--- src/rtl/state_sequencer.sv ---
// state_sequencer: instruction sequencer driving the 6-bit control state code.
// Steps fetch1..fetch3, waits DEC_WAIT-1 bubble cycles for IR to settle,
// decodes ir_opcode, walks the execute states and returns to fetch1.
// END or an unknown opcode parks the machine in HALT until reset.
// Optional feature: define SEQ_MUL_EN to decode opcode 8'h07 as MUL.
//
// Parameters:
//   DEC_WAIT    bubble cycles between leaving fetch3 and sampling ir_opcode (1..4)
// Ports:
//   clock       single clock, rising edge
//   reset       synchronous, active-high
//   start       begin execution from IDLE (ignored elsewhere)
//   ir_opcode   opcode field of IR, sampled only in DEC
//   state       registered state code to the control unit
//   busy        high in every state except IDLE and HALT
//   halted      high in HALT
//   illegal_op  sticky flag, set when an unknown opcode is decoded
//   instr_count completed instructions, saturating at 16'hFFFF
module state_sequencer #(
   parameter int unsigned DEC_WAIT = 2
) (
   input  logic        clock,
   input  logic        reset,
   input  logic        start,
   input  logic [7:0]  ir_opcode,
   output logic [5:0]  state,
   output logic        busy,
   output logic        halted,
   output logic        illegal_op,
   output logic [15:0] instr_count
);

   localparam int unsigned CODE_W = 6;
   localparam int unsigned CNT_W  = 16;
   localparam int unsigned WAIT_W = 2;

   typedef enum logic [4:0] {
      S_IDLE, S_F1, S_F2, S_F3, S_DECW, S_DEC, S_HALT,
      S_CLAC, S_LD1, S_LD2, S_LD3, S_ST1, S_ST2, S_ST3,
      S_MVACR, S_MVRAC, S_ADD, S_MUL
   } seq_t;

   seq_t              cur, nxt;
   logic [WAIT_W-1:0] wait_cnt, wait_nxt;
   logic [CODE_W-1:0] code_nxt;
   logic              busy_nxt, halted_nxt;
   logic              retire, bad_op;

   // State register plus outputs registered from the next-state decode
   always_ff @(posedge clock) begin
      if (reset) begin
         cur         <= S_IDLE;
         wait_cnt    <= '0;
         state       <= '0;
         busy        <= 1'b0;
         halted      <= 1'b0;
         illegal_op  <= 1'b0;
         instr_count <= '0;
      end else begin
         cur      <= nxt;
         wait_cnt <= wait_nxt;
         state    <= code_nxt;
         busy     <= busy_nxt;
         halted   <= halted_nxt;
         if (bad_op)
            illegal_op <= 1'b1;
         if (retire && (instr_count != {CNT_W{1'b1}}))
            instr_count <= instr_count + CNT_W'(1);
      end
   end

   // Next-state, bubble counter, retire/illegal strobes and output codes
   always_comb begin
      nxt      = cur;
      wait_nxt = wait_cnt;
      retire   = 1'b0;
      bad_op   = 1'b0;
      code_nxt = '0;

      case (cur)
         S_IDLE: if (start) nxt = S_F1;
         S_F1:   nxt = S_F2;
         S_F2:   nxt = S_F3;
         S_F3: begin
            wait_nxt = '0;
            // DEC_WAIT=1 means no bubble at all: go straight to decode
            if (DEC_WAIT > 1) nxt = S_DECW;
            else              nxt = S_DEC;
         end
         S_DECW: begin
            if (wait_cnt == WAIT_W'(DEC_WAIT - 2)) nxt = S_DEC;
            else                                   wait_nxt = wait_cnt + WAIT_W'(1);
         end
         S_DEC: begin
            case (ir_opcode)
               8'h00: begin nxt = S_F1; retire = 1'b1; end
               8'h01: nxt = S_CLAC;
               8'h02: nxt = S_LD1;
               8'h03: nxt = S_ST1;
               8'h04: nxt = S_MVACR;
               8'h05: nxt = S_MVRAC;
               8'h06: nxt = S_ADD;
`ifdef SEQ_MUL_EN
               8'h07: nxt = S_MUL;
`endif
               8'hFF: nxt = S_HALT;
               default: begin nxt = S_HALT; bad_op = 1'b1; end
            endcase
         end
         S_LD1: nxt = S_LD2;
         S_LD2: nxt = S_LD3;
         S_ST1: nxt = S_ST2;
         S_ST2: nxt = S_ST3;
         S_CLAC, S_LD3, S_ST3, S_MVACR, S_MVRAC, S_ADD, S_MUL: begin
            nxt    = S_F1;
            retire = 1'b1;
         end
         S_HALT: nxt = S_HALT;
         default: nxt = S_IDLE;
      endcase

      // DECW, DEC, IDLE and HALT all present code 0 downstream
      case (nxt)
         S_F1:    code_nxt = CODE_W'(1);
         S_F2:    code_nxt = CODE_W'(2);
         S_F3:    code_nxt = CODE_W'(3);
         S_CLAC:  code_nxt = CODE_W'(4);
         S_LD1:   code_nxt = CODE_W'(5);
         S_LD2:   code_nxt = CODE_W'(6);
         S_LD3:   code_nxt = CODE_W'(7);
         S_ST1:   code_nxt = CODE_W'(8);
         S_ST2:   code_nxt = CODE_W'(9);
         S_ST3:   code_nxt = CODE_W'(10);
         S_MVACR: code_nxt = CODE_W'(11);
         S_MVRAC: code_nxt = CODE_W'(12);
         S_ADD:   code_nxt = CODE_W'(13);
         S_MUL:   code_nxt = CODE_W'(14);
         default: code_nxt = '0;
      endcase

      busy_nxt   = (nxt != S_IDLE) && (nxt != S_HALT);
      halted_nxt = (nxt == S_HALT);
   end

endmodule
--- config.mk ---
export PLATFORM = sky130hd
export DESIGN_NAME = state_sequencer
export DESIGN_NICKNAME = d
export VERILOG_FILES = /design/src/rtl/state_sequencer.sv
export SDC_FILE = /design/constraint.sdc
export NUM_CORES = 1
export LEC_CHECK = 0
export CAP_MARGIN = 20
export CORE_ASPECT_RATIO = 0.8
export CORE_MARGIN = 2
export CORE_UTILIZATION = 51
export CTS_CLUSTER_SIZE = 14
export DETAILED_ROUTE_END_ITERATION = 12
export GPL_TIMING_DRIVEN = 0
export PLACE_DENSITY = 0.8
export SETUP_SLACK_MARGIN = 0.02
export SYNTH_ARGS = -nofsm -noshare
export SYNTH_HDL_FRONTEND = slang
export SYNTH_SLANG_ARGS = --single-unit
--- constraint.sdc ---
create_clock -name clock -period 2.7 [get_ports clock]
set_clock_uncertainty 0.15 [all_clocks]
set_input_delay 0.27 -clock clock [delete_from_list [all_inputs] [get_ports clock]]
set_output_delay 0.27 -clock clock [all_outputs]
set_load 0.005 [all_outputs]
==> reports/qor.yml <==
outcome:
  status: "finished, final reports clean"
floorplan:
  die_w_um: 70.6
  core_um2: 3420
  io_pins: 36
  die_h_um: 57.3
  start_util: 0.529
  num_rows: 19
  dieArea_um2: 4050
timing:
  hold_ws_ns: 0.266
  rsz0062_at_grt: "true"
  slew_viol_final: 0
  min_period_ns: 2.60
  setup_ws_ns: 0.0962
  clock.fmax_ghz: 0.384
  finalCritPeriodShare: 0.964
  finalHoldViolCount: 0
  tns_ns: 0
  setup_viol: 0
  slew_headroom: 0.604
  tightest_slew_ns: 0.579
placed_design:
  dp_slack_ns: -0.267
  dp.cells: 301
  place_area_um2: 2190
  dp_hpwl_mm: 3.32
  routabilityCongestion: 0.865
  port_buffers: 32
route:
  viasPerCell: 6.17
  dr_total_vias: 1914
  drt-pass1-iter-count: 6
  final_antenna_net_count: 0
  drt-total-wl_mm: 4.63
  drtIter0Drc: 131
  wire_per_inst_um: 14.9
  route.detailed.drc: 0
finish:
  final_cell_area_um2: 2340
  area_growth_pct: 29.4
  nets: 282
  diodes: 0
  finalNonFillerCells: 310
  utilization: 0.685
  drive_gt1_frac: 0.112
clock_tree:
  clk_latency_ns: 0.28
  hold_buffers: 0
  path_clk_slew_ns: 0.06
  numCtsBuffers: 5
  cts_root_buf: "clkbuf_8"
  htreeDepth: 2
  cts.sinks: 30
  clockBufferDepth: 2
  cts_tree: "done"
critical_path:
  arrival_ns: 2.62
  reg2reg_depth: 8
  crit_path_end_kind: "register"
  cp-endpoint: "state[0]"
  startpoint: "cur[4]"
  required_ns: 2.72
  setup.worst_path.class: "register to register"
  crit_path_max_fanout: 10
  r2r_slack_ns: 0.1
  r2r_start: "cur[4]"
  r2r_end: "state[0]"
  cp-start-kind: "register"
worst_hold_path:
  hold_class: "input port to register"
synth:
  synthTopCellsByCount: "dfxtp_1, nor2_1, a21oi_1, nand2_1, o31ai_1"
  syn-cell-area_um2: 1810
  yosysSeqAreaShare: 0.332
  yosysMostFrequentCell: "dfxtp_1"
  ys_types: 56
  syn_avg_cell_area_um2: 8.01
  ys_ff_latch: 30
  synth_edf_count: 0
  yosysWarnings: 0
  synth_top_area_cell: "dfxtp_1"
  synth_flop_cell: "dfxtp_1"
  syn_inst: 226
  synth_top_area_frac: 0.332
  synthTopCellsByArea: "dfxtp_1, o31ai_1, nor2_1, a21oi_1, or4_1"
  async_reset_ff_frac: 0
power:
  worst_ir_drop_vdd_uv: 465
  p_leak_nw: 0.774
  power_mw: 1.61
  powerDensity_nw_per_um2: 686
global_routing:
  grt_pass1_vias: 1557
  grt_pass1_wl_mm: 7.27
  grt_remaining_overflow: 0
  antenna_found_initial: 0
  grt_max_degree: 11
  grt_usage: 0.228
job:
  maxCapViolCount: 0
## worst max-delay path: stages (launching register included)
cell      delay (ns)
dfxtp_1         0.36
clkbuf_2        0.28
mux2_2          0.39
o32ai_2         0.32
nor2_2          0.14
ha_1            0.24
nor4_1          0.28
nor2_1          0.07
a32o_1          0.26
## cell type report
type / instances / area [µm²]
tap: 42 / 52.6
clock buffer: 8 / 110
fill: 293 / 1080
buffer: 17 / 86.3
inverter: 9 / 33.8
timing repair buffer: 33 / 328
sequential: 30 / 601
multi-input combinational: 171 / 1130
## cell families (layout without fill, tap and decap cells)
kind of cell,after synthesis,in the layout,synth area share
AO/OA/AOI/OAI,61,61,0.236
multiplexers,3,3,0.0180
XOR/XNOR,1,1,0.00484
flip-flops,30,30,0.332
buffers and inverters,26,67,0.0636
AND/OR/NAND/NOR,100,100,0.317
adder cells (fa/ha/maj),4,4,0.0276
other,1,2,0.00207
## power breakdown
| group | leakage (nW) | internal (mW) | switching (mW) |
|---|---|---|---|
| clock | 0.0575 | 0.257 | 0.166 |
| sequential | 0.243 | 0.491 | 0.0480 |
| combinational | 0.474 | 0.278 | 0.368 |
## timing repair
item                       CTS  global route
gates resized for setup      6             7
setup endpoints to repair    4             7
buffers inserted             0             1
hold endpoints to repair     0             0
pin swaps                    1             1
## routing by layer
| layer | wire length, µm | global-route usage |
|---|---|---|
| met5 | 0 | 0 |
| met1 | 2200 | 0.337 |
| met2 | 2000 | 0.337 |
| met4 | 29 | 0.0539 |
| met3 | 399 | 0.0583 |
## sequential cells by signal, summed over array words and instances (netlist names)
| name | flops |
|---|---|
| illegal_op | 1 |
| halted | 1 |
| cur | 5 |
| busy | 1 |
| instr_count | 16 |
| wait_cnt | 2 |
| state | 4 |
## cells in the final DEF, fill, tap and decap left out, types with 5 or more instances in the layout
| cell | Yosys | routed |
|---|---|---|
| clkbuf_1 | 11 | 7 |
| nand3_1 | 8 | 8 |
| nor4_1 | 7 | 6 |
| or4_1 | 10 | 10 |
| clkbuf_8 | 0 | 8 |
| o31ai_1 | 12 | 12 |
| nor2_1 | 22 | 20 |
| inv_1 | 9 | 9 |
| nand2_1 | 15 | 15 |
| clkdlybuf4s50_1 | 0 | 32 |
| dfxtp_1 | 30 | 30 |
| o21ai_0 | 7 | 7 |
| nor3_1 | 7 | 7 |
| a21oi_1 | 15 | 15 |
| a31oi_1 | 5 | 5 |
| nand4_1 | 5 | 5 |
## worst min path at each step
stage | from | to | slack [ns] | depth (start not counted)
3_5_place_dp | illegal_op | illegal_op | 0.31 | 2
4_1_cts | ir_opcode[0] | cur[4] | 0.27 | 2
3_3_place_gp | wait_cnt[0] | wait_cnt[0] | 0.30 | 1
2_1_floorplan | wait_cnt[0] | wait_cnt[0] | 0.29 | 1
6_report | ir_opcode[0] | cur[4] | 0.27 | 2
5_1_grt | ir_opcode[0] | cur[4] | 0.31 | 2
(Power assumes the default switching activity.)
